**config.mk**
```make
export PLATFORM = sky130hd
export DESIGN_NAME = btn_event_reader_flat
export DESIGN_NICKNAME = d
export VERILOG_FILES = /design/src/rtl/io_evt_pkg.sv /design/src/rtl/btn_event_reader_if.sv /design/src/rtl/btn_debounce_ch.sv /design/src/rtl/btn_event_reader.sv /design/src/flat_wrapper.sv
export SDC_FILE = /design/constraint.sdc
export NUM_CORES = 1
export LEC_CHECK = 0
export CAP_MARGIN = 20
export CORE_MARGIN = 8
export CORE_UTILIZATION = 40
export DETAILED_ROUTE_END_ITERATION = 7
export GPL_TIMING_DRIVEN = 0
export PLACE_DENSITY_LB_ADDON = 0.08
export SETUP_SLACK_MARGIN = 0.05
export SLEW_MARGIN = 20
export SYNTH_ARGS = -nofsm -noshare
export SYNTH_HDL_FRONTEND = slang
export SYNTH_SLANG_ARGS = --single-unit
```
**constraint.sdc**
```tcl
create_clock -name clk -period 2.7 [get_ports clk]
set_input_delay 0.27 -clock clk [delete_from_list [all_inputs] [get_ports clk]]
set_output_delay 0.27 -clock clk [all_outputs]
set_load 0.1 [all_outputs]
```
**src/rtl/io_evt_pkg.sv**
```systemverilog
// Shared event definitions for the board I/O path: event kinds and index-width helper,
// reused by the button reader and by LED/pattern consumers.
package io_evt_pkg;

    typedef enum logic [1:0] {
        EVT_PRESS   = 2'b00,
        EVT_RELEASE = 2'b01,
        EVT_LONG    = 2'b10
    } evt_kind_t;

    localparam int EVT_KIND_W = 2;

    // A one-channel build still needs a 1-bit index field.
    function automatic int idx_width(input int n);
        return (n > 1) ? $clog2(n) : 1;
    endfunction

endpackage

```
**src/rtl/btn_event_reader_if.sv**
```systemverilog
// Valid/ready event stream from the button reader plus its sticky overflow flag and clear.
interface btn_event_reader_if #(
    parameter int NUM_BTNS = 4
);
    import io_evt_pkg::*;

    localparam int IDX_W = idx_width(NUM_BTNS);

    logic             evt_valid;
    logic             evt_ready;
    evt_kind_t        evt_kind;
    logic [IDX_W-1:0] evt_idx;
    logic             evt_overflow;
    logic             ovf_clr;

    modport master (
        output evt_valid, evt_kind, evt_idx, evt_overflow,
        input  evt_ready, ovf_clr
    );

    modport slave (
        input  evt_valid, evt_kind, evt_idx, evt_overflow,
        output evt_ready, ovf_clr
    );

endinterface

```
**src/rtl/btn_debounce_ch.sv**
```systemverilog
// One button channel: polarity fix, 2-FF synchroniser, debounce and optional hold counter.
// Long-press detection is built only when BTN_LONG_PRESS_EN is defined.
module btn_debounce_ch #(
    parameter int DEBOUNCE_CYCLES   = 120000,
    parameter int ACTIVE_LOW        = 1,
    parameter int LONG_PRESS_CYCLES = 12000000
) (
    input  logic clk,
    input  logic rst_n,
    input  logic i_pin,
    output logic o_level,
    output logic o_rise,
    output logic o_fall,
    output logic o_long
);

    localparam int CNT_W = $clog2(DEBOUNCE_CYCLES + 1);

    logic             w_raw;
    logic             w_differ;
    logic             w_accept;
    logic             r_sync1;
    logic             r_sync2;
    logic             r_stable;
    logic [CNT_W-1:0] r_cnt;

    assign w_raw    = i_pin ^ (ACTIVE_LOW != 0);
    assign w_differ = (r_sync2 != r_stable);
    assign w_accept = w_differ && (r_cnt == CNT_W'(DEBOUNCE_CYCLES - 1));

    // Any sample agreeing with the stable level restarts the qualification window.
    always_ff @(posedge clk or negedge rst_n) begin
        if (!rst_n) begin
            r_sync1  <= 1'b0;
            r_sync2  <= 1'b0;
            r_stable <= 1'b0;
            r_cnt    <= '0;
        end else begin
            r_sync1 <= w_raw;
            r_sync2 <= r_sync1;
            if (!w_differ) begin
                r_cnt <= '0;
            end else if (w_accept) begin
                r_stable <= r_sync2;
                r_cnt    <= '0;
            end else begin
                r_cnt <= r_cnt + CNT_W'(1);
            end
        end
    end

    assign o_level = r_stable;
    assign o_rise  = w_accept && r_sync2;
    assign o_fall  = w_accept && !r_sync2;

`ifdef BTN_LONG_PRESS_EN
    localparam int HOLD_W = $clog2(LONG_PRESS_CYCLES + 1);

    logic [HOLD_W-1:0] r_hold;

    // Counter parks one past the trigger value so a long hold reports only once.
    always_ff @(posedge clk or negedge rst_n) begin
        if (!rst_n) begin
            r_hold <= '0;
        end else if (!r_stable) begin
            r_hold <= '0;
        end else if (r_hold != HOLD_W'(LONG_PRESS_CYCLES)) begin
            r_hold <= r_hold + HOLD_W'(1);
        end
    end

    assign o_long = r_stable && !w_accept && (r_hold == HOLD_W'(LONG_PRESS_CYCLES - 1));
`else
    logic w_unused_long_cfg;

    assign w_unused_long_cfg = (LONG_PRESS_CYCLES > 0);
    assign o_long            = 1'b0;
`endif

endmodule

```
**src/rtl/btn_event_reader.sv**
```systemverilog
// Button pins to press/release(/long-press) event stream with per-channel pending slots.
// Optional long-press events are enabled by defining BTN_LONG_PRESS_EN.
module btn_event_reader
    import io_evt_pkg::*;
#(
    parameter int NUM_BTNS          = 4,
    parameter int DEBOUNCE_CYCLES   = 120000,
    parameter int ACTIVE_LOW        = 1,
    parameter int LONG_PRESS_CYCLES = 12000000
) (
    input  logic                clk,
    input  logic                rst_n,
    input  logic [NUM_BTNS-1:0] i_btn_pin,
    output logic [NUM_BTNS-1:0] o_btn_level,
    btn_event_reader_if.master  evt
);

    localparam int IDX_W = idx_width(NUM_BTNS);

    logic [NUM_BTNS-1:0] w_rise;
    logic [NUM_BTNS-1:0] w_fall;
    logic [NUM_BTNS-1:0] w_long;
    logic [NUM_BTNS-1:0] w_evt;
    logic [NUM_BTNS-1:0] w_drain;
    evt_kind_t           w_new_kind [NUM_BTNS];
    logic [IDX_W-1:0]    w_sel;
    logic                w_any;
    logic                w_load;
    logic                w_ovf_set;

    logic [NUM_BTNS-1:0] r_pend;
    evt_kind_t           r_kind [NUM_BTNS];
    logic                r_valid;
    evt_kind_t           r_out_kind;
    logic [IDX_W-1:0]    r_out_idx;
    logic                r_ovf;

    for (genvar g = 0; g < NUM_BTNS; g++) begin : g_ch
        btn_debounce_ch #(
            .DEBOUNCE_CYCLES  (DEBOUNCE_CYCLES),
            .ACTIVE_LOW       (ACTIVE_LOW),
            .LONG_PRESS_CYCLES(LONG_PRESS_CYCLES)
        ) u_ch (
            .clk    (clk),
            .rst_n  (rst_n),
            .i_pin  (i_btn_pin[g]),
            .o_level(o_btn_level[g]),
            .o_rise (w_rise[g]),
            .o_fall (w_fall[g]),
            .o_long (w_long[g])
        );
    end

    assign w_evt = w_rise | w_fall | w_long;

    // Scanning downwards leaves the lowest pending index as the winner.
    always_comb begin
        w_any   = 1'b0;
        w_sel   = '0;
        w_drain = '0;
        for (int i = 0; i < NUM_BTNS; i++) begin
            w_new_kind[i] = w_fall[i] ? EVT_RELEASE : (w_rise[i] ? EVT_PRESS : EVT_LONG);
        end
        for (int i = NUM_BTNS - 1; i >= 0; i--) begin
            if (r_pend[i]) begin
                w_any = 1'b1;
                w_sel = IDX_W'(i);
            end
        end
        w_load = (!r_valid || evt.evt_ready) && w_any;
        for (int i = 0; i < NUM_BTNS; i++) begin
            w_drain[i] = w_load && (w_sel == IDX_W'(i));
        end
        w_ovf_set = |(w_evt & r_pend & ~w_drain);
    end

    // A new edge always wins the slot; draining only clears it when no edge arrives.
    always_ff @(posedge clk or negedge rst_n) begin
        if (!rst_n) begin
            r_pend <= '0;
            for (int i = 0; i < NUM_BTNS; i++) begin
                r_kind[i] <= EVT_PRESS;
            end
        end else begin
            for (int i = 0; i < NUM_BTNS; i++) begin
                if (w_evt[i]) begin
                    r_pend[i] <= 1'b1;
                    r_kind[i] <= w_new_kind[i];
                end else if (w_drain[i]) begin
                    r_pend[i] <= 1'b0;
                end
            end
        end
    end

    always_ff @(posedge clk or negedge rst_n) begin
        if (!rst_n) begin
            r_valid    <= 1'b0;
            r_out_kind <= EVT_PRESS;
            r_out_idx  <= '0;
        end else if (w_load) begin
            r_valid    <= 1'b1;
            r_out_kind <= r_kind[w_sel];
            r_out_idx  <= w_sel;
        end else if (evt.evt_ready) begin
            r_valid <= 1'b0;
        end
    end

    always_ff @(posedge clk or negedge rst_n) begin
        if (!rst_n) begin
            r_ovf <= 1'b0;
        end else if (w_ovf_set) begin
            r_ovf <= 1'b1;
        end else if (evt.ovf_clr) begin
            r_ovf <= 1'b0;
        end
    end

    assign evt.evt_valid    = r_valid;
    assign evt.evt_kind     = r_out_kind;
    assign evt.evt_idx      = r_out_idx;
    assign evt.evt_overflow = r_ovf;

endmodule
```
**src/flat_wrapper.sv**
```systemverilog
// flat-port wrapper written by rule: the top's interface ports become plain ports
module btn_event_reader_flat import io_evt_pkg::*;
#(
    parameter int NUM_BTNS          = 4,
    parameter int DEBOUNCE_CYCLES   = 120000,
    parameter int ACTIVE_LOW        = 1,
    parameter int LONG_PRESS_CYCLES = 12000000
)
  (clk, rst_n, i_btn_pin, o_btn_level, evt_evt_valid, evt_evt_kind, evt_evt_idx, evt_evt_overflow, evt_evt_ready, evt_ovf_clr);
  btn_event_reader_if #(.NUM_BTNS(NUM_BTNS)) evt_i ();
  input  logic clk;
  input  logic rst_n;
  input  logic [NUM_BTNS-1:0] i_btn_pin;
  output logic [NUM_BTNS-1:0] o_btn_level;
  output wire logic [$bits(evt_i.evt_valid)-1:0] evt_evt_valid;
  output wire logic [$bits(evt_i.evt_kind)-1:0] evt_evt_kind;
  output wire logic [$bits(evt_i.evt_idx)-1:0] evt_evt_idx;
  output wire logic [$bits(evt_i.evt_overflow)-1:0] evt_evt_overflow;
  input wire logic [$bits(evt_i.evt_ready)-1:0] evt_evt_ready;
  input wire logic [$bits(evt_i.ovf_clr)-1:0] evt_ovf_clr;
  assign evt_evt_valid = evt_i.evt_valid;
  assign evt_evt_kind = evt_i.evt_kind;
  assign evt_evt_idx = evt_i.evt_idx;
  assign evt_evt_overflow = evt_i.evt_overflow;
  assign evt_i.evt_ready = evt_evt_ready;
  assign evt_i.ovf_clr = evt_ovf_clr;
  btn_event_reader #(.NUM_BTNS(NUM_BTNS), .DEBOUNCE_CYCLES(DEBOUNCE_CYCLES), .ACTIVE_LOW(ACTIVE_LOW), .LONG_PRESS_CYCLES(LONG_PRESS_CYCLES)) u_core (.clk(clk), .rst_n(rst_n), .i_btn_pin(i_btn_pin), .o_btn_level(o_btn_level), .evt(evt_i));
endmodule
```
==> flow_summary.rst <==
.. list-table::
   :header-rows: 1

   * - Metric
     - Value
   * - Top_reg_cell synth
     - sky130_fd_sc_hd__dfrtp_1
   * - Depth of the worst register-to-register path
     - 6
   * - Number of nets with antenna violations after detailed routing
     - 0
   * - Number of DRC markers in iteration 0
     - 117
   * - Kind of critical path
     - reg2out
   * - Arrival time at the worst endpoint
     - 2.05 ns
   * - Initial Utilization
     - 40.8%
   * - Post-synth ARST share
     - 100%
   * - Cell row count
     - 38
   * - Pwr per Cell Area
     - 567 nW/um^2
   * - Maximum number of pins on one net before global-route repair
     - 55
   * - Standard cell area after detailed placement
     - 4800 um^2
   * - Mean cell area of the mapped netlist
     - 10.3 um^2
   * - Boundary pin count
     - 18
   * - Clock sink count
     - 98
   * - Switching power as a share of total power
     - 22.8%
   * - Crit path largest cell delay
     - 1.12 ns
   * - Post-cts gate resize count
     - 0
   * - Via density per instance
     - 4.83
   * - Kind of capture point of the worst setup path
     - output pin
   * - Number of DRC violations after detailed routing
     - 0
   * - Count of final hold-check violations
     - 0
   * - Share of Yosys cell area claimed by the top area cell type
     - 55.4%
   * - Global-route total usage across every layer
     - 12.1%
   * - Slew at the pin closest to its max-slew limit
     - 0.989 ns
   * - Fraction of layout instances using a drive strength above 1
     - 7.99%
   * - Wire length of the first global-routing pass
     - 14.5 mm
   * - Gp weighted congestion
     - 0.781
   * - Vias
     - 2913
   * - Number of buffers on the longest clock path
     - 2
   * - Count of pins over their slew limit
     - 0
   * - Max_cap viols
     - 0
   * - Final setup vio count
     - 0
   * - Die area
     - 14700 um^2
   * - Synthesized flop and latch total
     - 98
   * - Clock transition time at the flip-flop clock pins of the worst setup and hold paths
     - 0.09 ns
   * - Min-Delay Path Depth
     - 0
   * - Seq pwr share
     - 53.0%
   * - Clock buffers created by TritonCTS
     - 9
   * - Clock period minus worst slack
     - 2.32 ns
   * - Placed wire-length estimate after detailed placement
     - 5.41 mm
   * - Clock network latency to the later pin of the worst-skew pair
     - 0.36 ns
   * - Main area contributors after synthesis
     - sky130_fd_sc_hd__dfrtp_1, sky130_fd_sc_hd__xor2_1, sky130_fd_sc_hd__nor2_1, sky130_fd_sc_hd__xnor2_1, sky130_fd_sc_hd__nand4_1
   * - Net switching power of the design
     - 655 uW
   * - Share of synthesized area occupied by flip-flops and latches
     - 55.4%
   * - Vias in the first global route
     - 3042
   * - Kind of launch point of the worst setup path
     - flop
   * - Die boundary height
     - 121 um
   * - Hold slack
     - 0.355 ns
   * - Syn Std Cell Area
     - 4420 um^2
   * - Library cell with the largest summed area after synthesis
     - sky130_fd_sc_hd__dfrtp_1
   * - Number of inserted diodes
     - 0
   * - Final total negative setup slack
     - 0 ns
   * - Number of enable flip-flop cells after synthesis
     - 0
   * - Clock network fraction of design power
     - 40.4%
   * - Path class of the lowest-slack min-delay path
     - reg2reg
   * - Synthesis-to-layout area growth
     - 14.4%
   * - TritonCTS clock tree
     - yes
   * - Setup repair after global routing missed its margin
     - no
   * - Internal portion of total power
     - 2.21 mW
   * - Max FO, Critical Path
     - 4
   * - Synth warn
     - 0
   * - Setup clock skew after layout
     - 0.00621 ns
   * - Final net count
     - 470
   * - Post-Syn Nets
     - 440
   * - Slowest-stage cell, CP
     - sky130_fd_sc_hd__clkdlybuf4s50_1
   * - Critical path, cell by cell
     - buf_4 > clkdlybuf4s50_1
   * - Antenna violations before repair
     - 0
   * - Average routed wire per standard cell
     - 12.9 um
   * - Leak pwr
     - 2.25 nW
   * - Total routed wirelength
     - 7.77 mm
   * - Fill cells
     - 1059
   * - Residual overflow from global routing
     - 0
   * - Outcome
     - finished, final reports clean
   * - Upper clock frequency limit
     - 431 MHz
   * - Standard cell core area
     - 10800 um^2
   * - Final design instance area without fill
     - 5060 um^2
   * - Root buf cell
     - sky130_fd_sc_hd__clkbuf_8
   * - Post-route clock period utilization
     - 86.0%
   * - Required time at the worst-slack endpoint
     - 2.43 ns
   * - VDD IR max
     - 0.000277 V
   * - Worst slew margin
     - 33.9%
   * - Synth Instances
     - 428
   * - Count of cell types in the netlist
     - 39
   * - 1st-pass router iterations
     - 4
   * - Floorplan die width
     - 121 um
   * - Count of port buffers added during placement
     - 17
   * - Combinational Power Share
     - 6.6%
   * - Maximum level of the CTS H-tree
     - 3
[area by class of cell]
| class | count | area, um^2 | share of cell area (%) |
|---|---|---|---|
| clock inverters | 5 | 100 | 1.98 |
| multi-input cells | 302 | 1850 | 36.5 |
| inverters | 16 | 60.1 | 1.19 |
| repair buffers | 19 | 209 | 4.13 |
| plain buffers | 12 | 65.1 | 1.29 |
| well taps | 140 | 175 | 3.46 |
| clock buffers | 11 | 151 | 2.99 |
| flip-flops and latches | 98 | 2450 | 48.5 |
[synth_stat cells, types with 2 or more instances]
library cell               instances
sky130_fd_sc_hd__o41ai_1           2
sky130_fd_sc_hd__and2_1            3
sky130_fd_sc_hd__nor2_1           82
sky130_fd_sc_hd__nor3b_1           2
sky130_fd_sc_hd__and3_1            8
sky130_fd_sc_hd__mux2_2            3
sky130_fd_sc_hd__nand2b_1          4
sky130_fd_sc_hd__inv_1            16
sky130_fd_sc_hd__ha_1              4
sky130_fd_sc_hd__and4_1            8
sky130_fd_sc_hd__nor3_1           11
sky130_fd_sc_hd__nand3_1          20
sky130_fd_sc_hd__o21bai_1          2
sky130_fd_sc_hd__nor2b_1           4
sky130_fd_sc_hd__buf_2             4
sky130_fd_sc_hd__o21ai_0           3
sky130_fd_sc_hd__nor4b_1           3
sky130_fd_sc_hd__or2_2             5
sky130_fd_sc_hd__mux2i_1           3
sky130_fd_sc_hd__dfrtp_1          98
sky130_fd_sc_hd__xor2_1           37
sky130_fd_sc_hd__nand4_1          19
sky130_fd_sc_hd__nand2_1          31
sky130_fd_sc_hd__o221ai_1          3
sky130_fd_sc_hd__clkbuf_1          4
sky130_fd_sc_hd__xnor2_1          28
sky130_fd_sc_hd__a21oi_1           4
sky130_fd_sc_hd__a22oi_1           2
sky130_fd_sc_hd__o31ai_1           2
sky130_fd_sc_hd__buf_4             4
[layer usage]
layer  track usage, %  up-vias  wire [um]
met5                0        -          0
met4             5.78        0        141
met3             2.56       10        228
met2             17.8       25       3350
met1             16.7     1393       4050
li1                 -     1485          -
[power groups by stage]
stage | clock, mW | combinational (mW) | sequential [mW]
4_1_cts | 1.21 | 0.195 | 1.52
5_1_grt | 1.26 | 0.211 | 1.53
6_report | 1.16 | 0.189 | 1.52
2_1_floorplan | 0 | 0.0530 | 1.61
3_3_place_gp | 0 | 0.187 | 1.55
3_5_place_dp | 0 | 0.193 | 1.55
[through the flow]
step           power, mW  std cells  utilization [%]  setup slack, ns
2_1_floorplan       1.66        428                -            0.837
5_1_grt             3.00        603             46.7            0.274
4_1_cts             2.92        603             46.7            0.330
6_report            2.87        603             46.7            0.377
3_5_place_dp        1.74        586             44.3            0.558
3_3_place_gp        1.74        585             44.0            -2.41
[cells by family (layout without fill, tap and decap cells)]
logic type | Yosys count | in the layout | share of synthesized area [%]
simple gates | 207 | 207 | 23.0
mux | 7 | 7 | 1.78
xor+xnor | 65 | 65 | 12.9
compound gates | 19 | 19 | 3.00
fa+ha+maj | 4 | 4 | 1.13
flops | 98 | 98 | 55.4
buf+inv | 28 | 63 | 2.83
[cells in the final DEF (no fill, tap or decap), drive strengths merged, types with 2 or more instances in the layout]
master / count
nand2: 31
o31ai: 2
ha: 4
and4: 9
bufinv: 3
and2: 4
nor3b: 2
xor2: 37
nand3: 20
a21oi: 4
dfrtp: 98
inv: 16
buf: 10
o41ai: 2
mux2: 4
xnor2: 28
clkinv: 2
nor3: 11
nor2b: 4
o21bai: 2
a22oi: 2
or2: 5
o221ai: 3
nand2b: 4
and3: 8
o21ai: 3
nand4: 19
clkdlybuf4s50: 16
nor2: 82
clkbuf: 15
nor4b: 3
mux2i: 3
[repair_timing]
action | 4_1_cts | 5_1_grt
hold buffers | 1 | 0
setup buffers | 0 | 0
hold endpoints to repair | 44 | 0
[worst paths after layout]
check,startpoint,to,slack [ns]
setup / recovery,u_core.g_ch[0].u_ch.o_level,o_btn_level[0],0.38
hold / removal,u_core.g_ch[1].u_ch.r_sync1,u_core.g_ch[1].u_ch.r_sync2,0.35
setup reg to reg,u_core.g_ch[0].u_ch.r_cnt[0],u_core.g_ch[0].u_ch.r_cnt[10],0.57
hold reg to reg,u_core.g_ch[1].u_ch.r_sync1,u_core.g_ch[1].u_ch.r_sync2,0.35
max in group asynchronous,rst_n,u_core.g_ch[0].u_ch.r_cnt[12],1.71
min in group asynchronous,rst_n,u_core.g_ch[1].u_ch.r_cnt[9],0.39
[state kept, by name (all words and copies together) (netlist names)]
signal,cells
u_core.evt.evt_idx,2
u_core.evt.evt_kind,2
u_core.evt.evt_overflow,1
u_core.evt.evt_valid,1
u_core.g_ch.u_ch.o_level,4
u_core.g_ch.u_ch.r_cnt,68
u_core.g_ch.u_ch.r_sync1,4
u_core.g_ch.u_ch.r_sync2,4
u_core.r_kind,8
u_core.r_pend,4
[worst max-delay path: cells and delay by family (launching register included)]
family                 cells  cell delay, ns
buffers and inverters      2            1.26
DFF                        1            0.44
(Power assumes the default switching activity.)
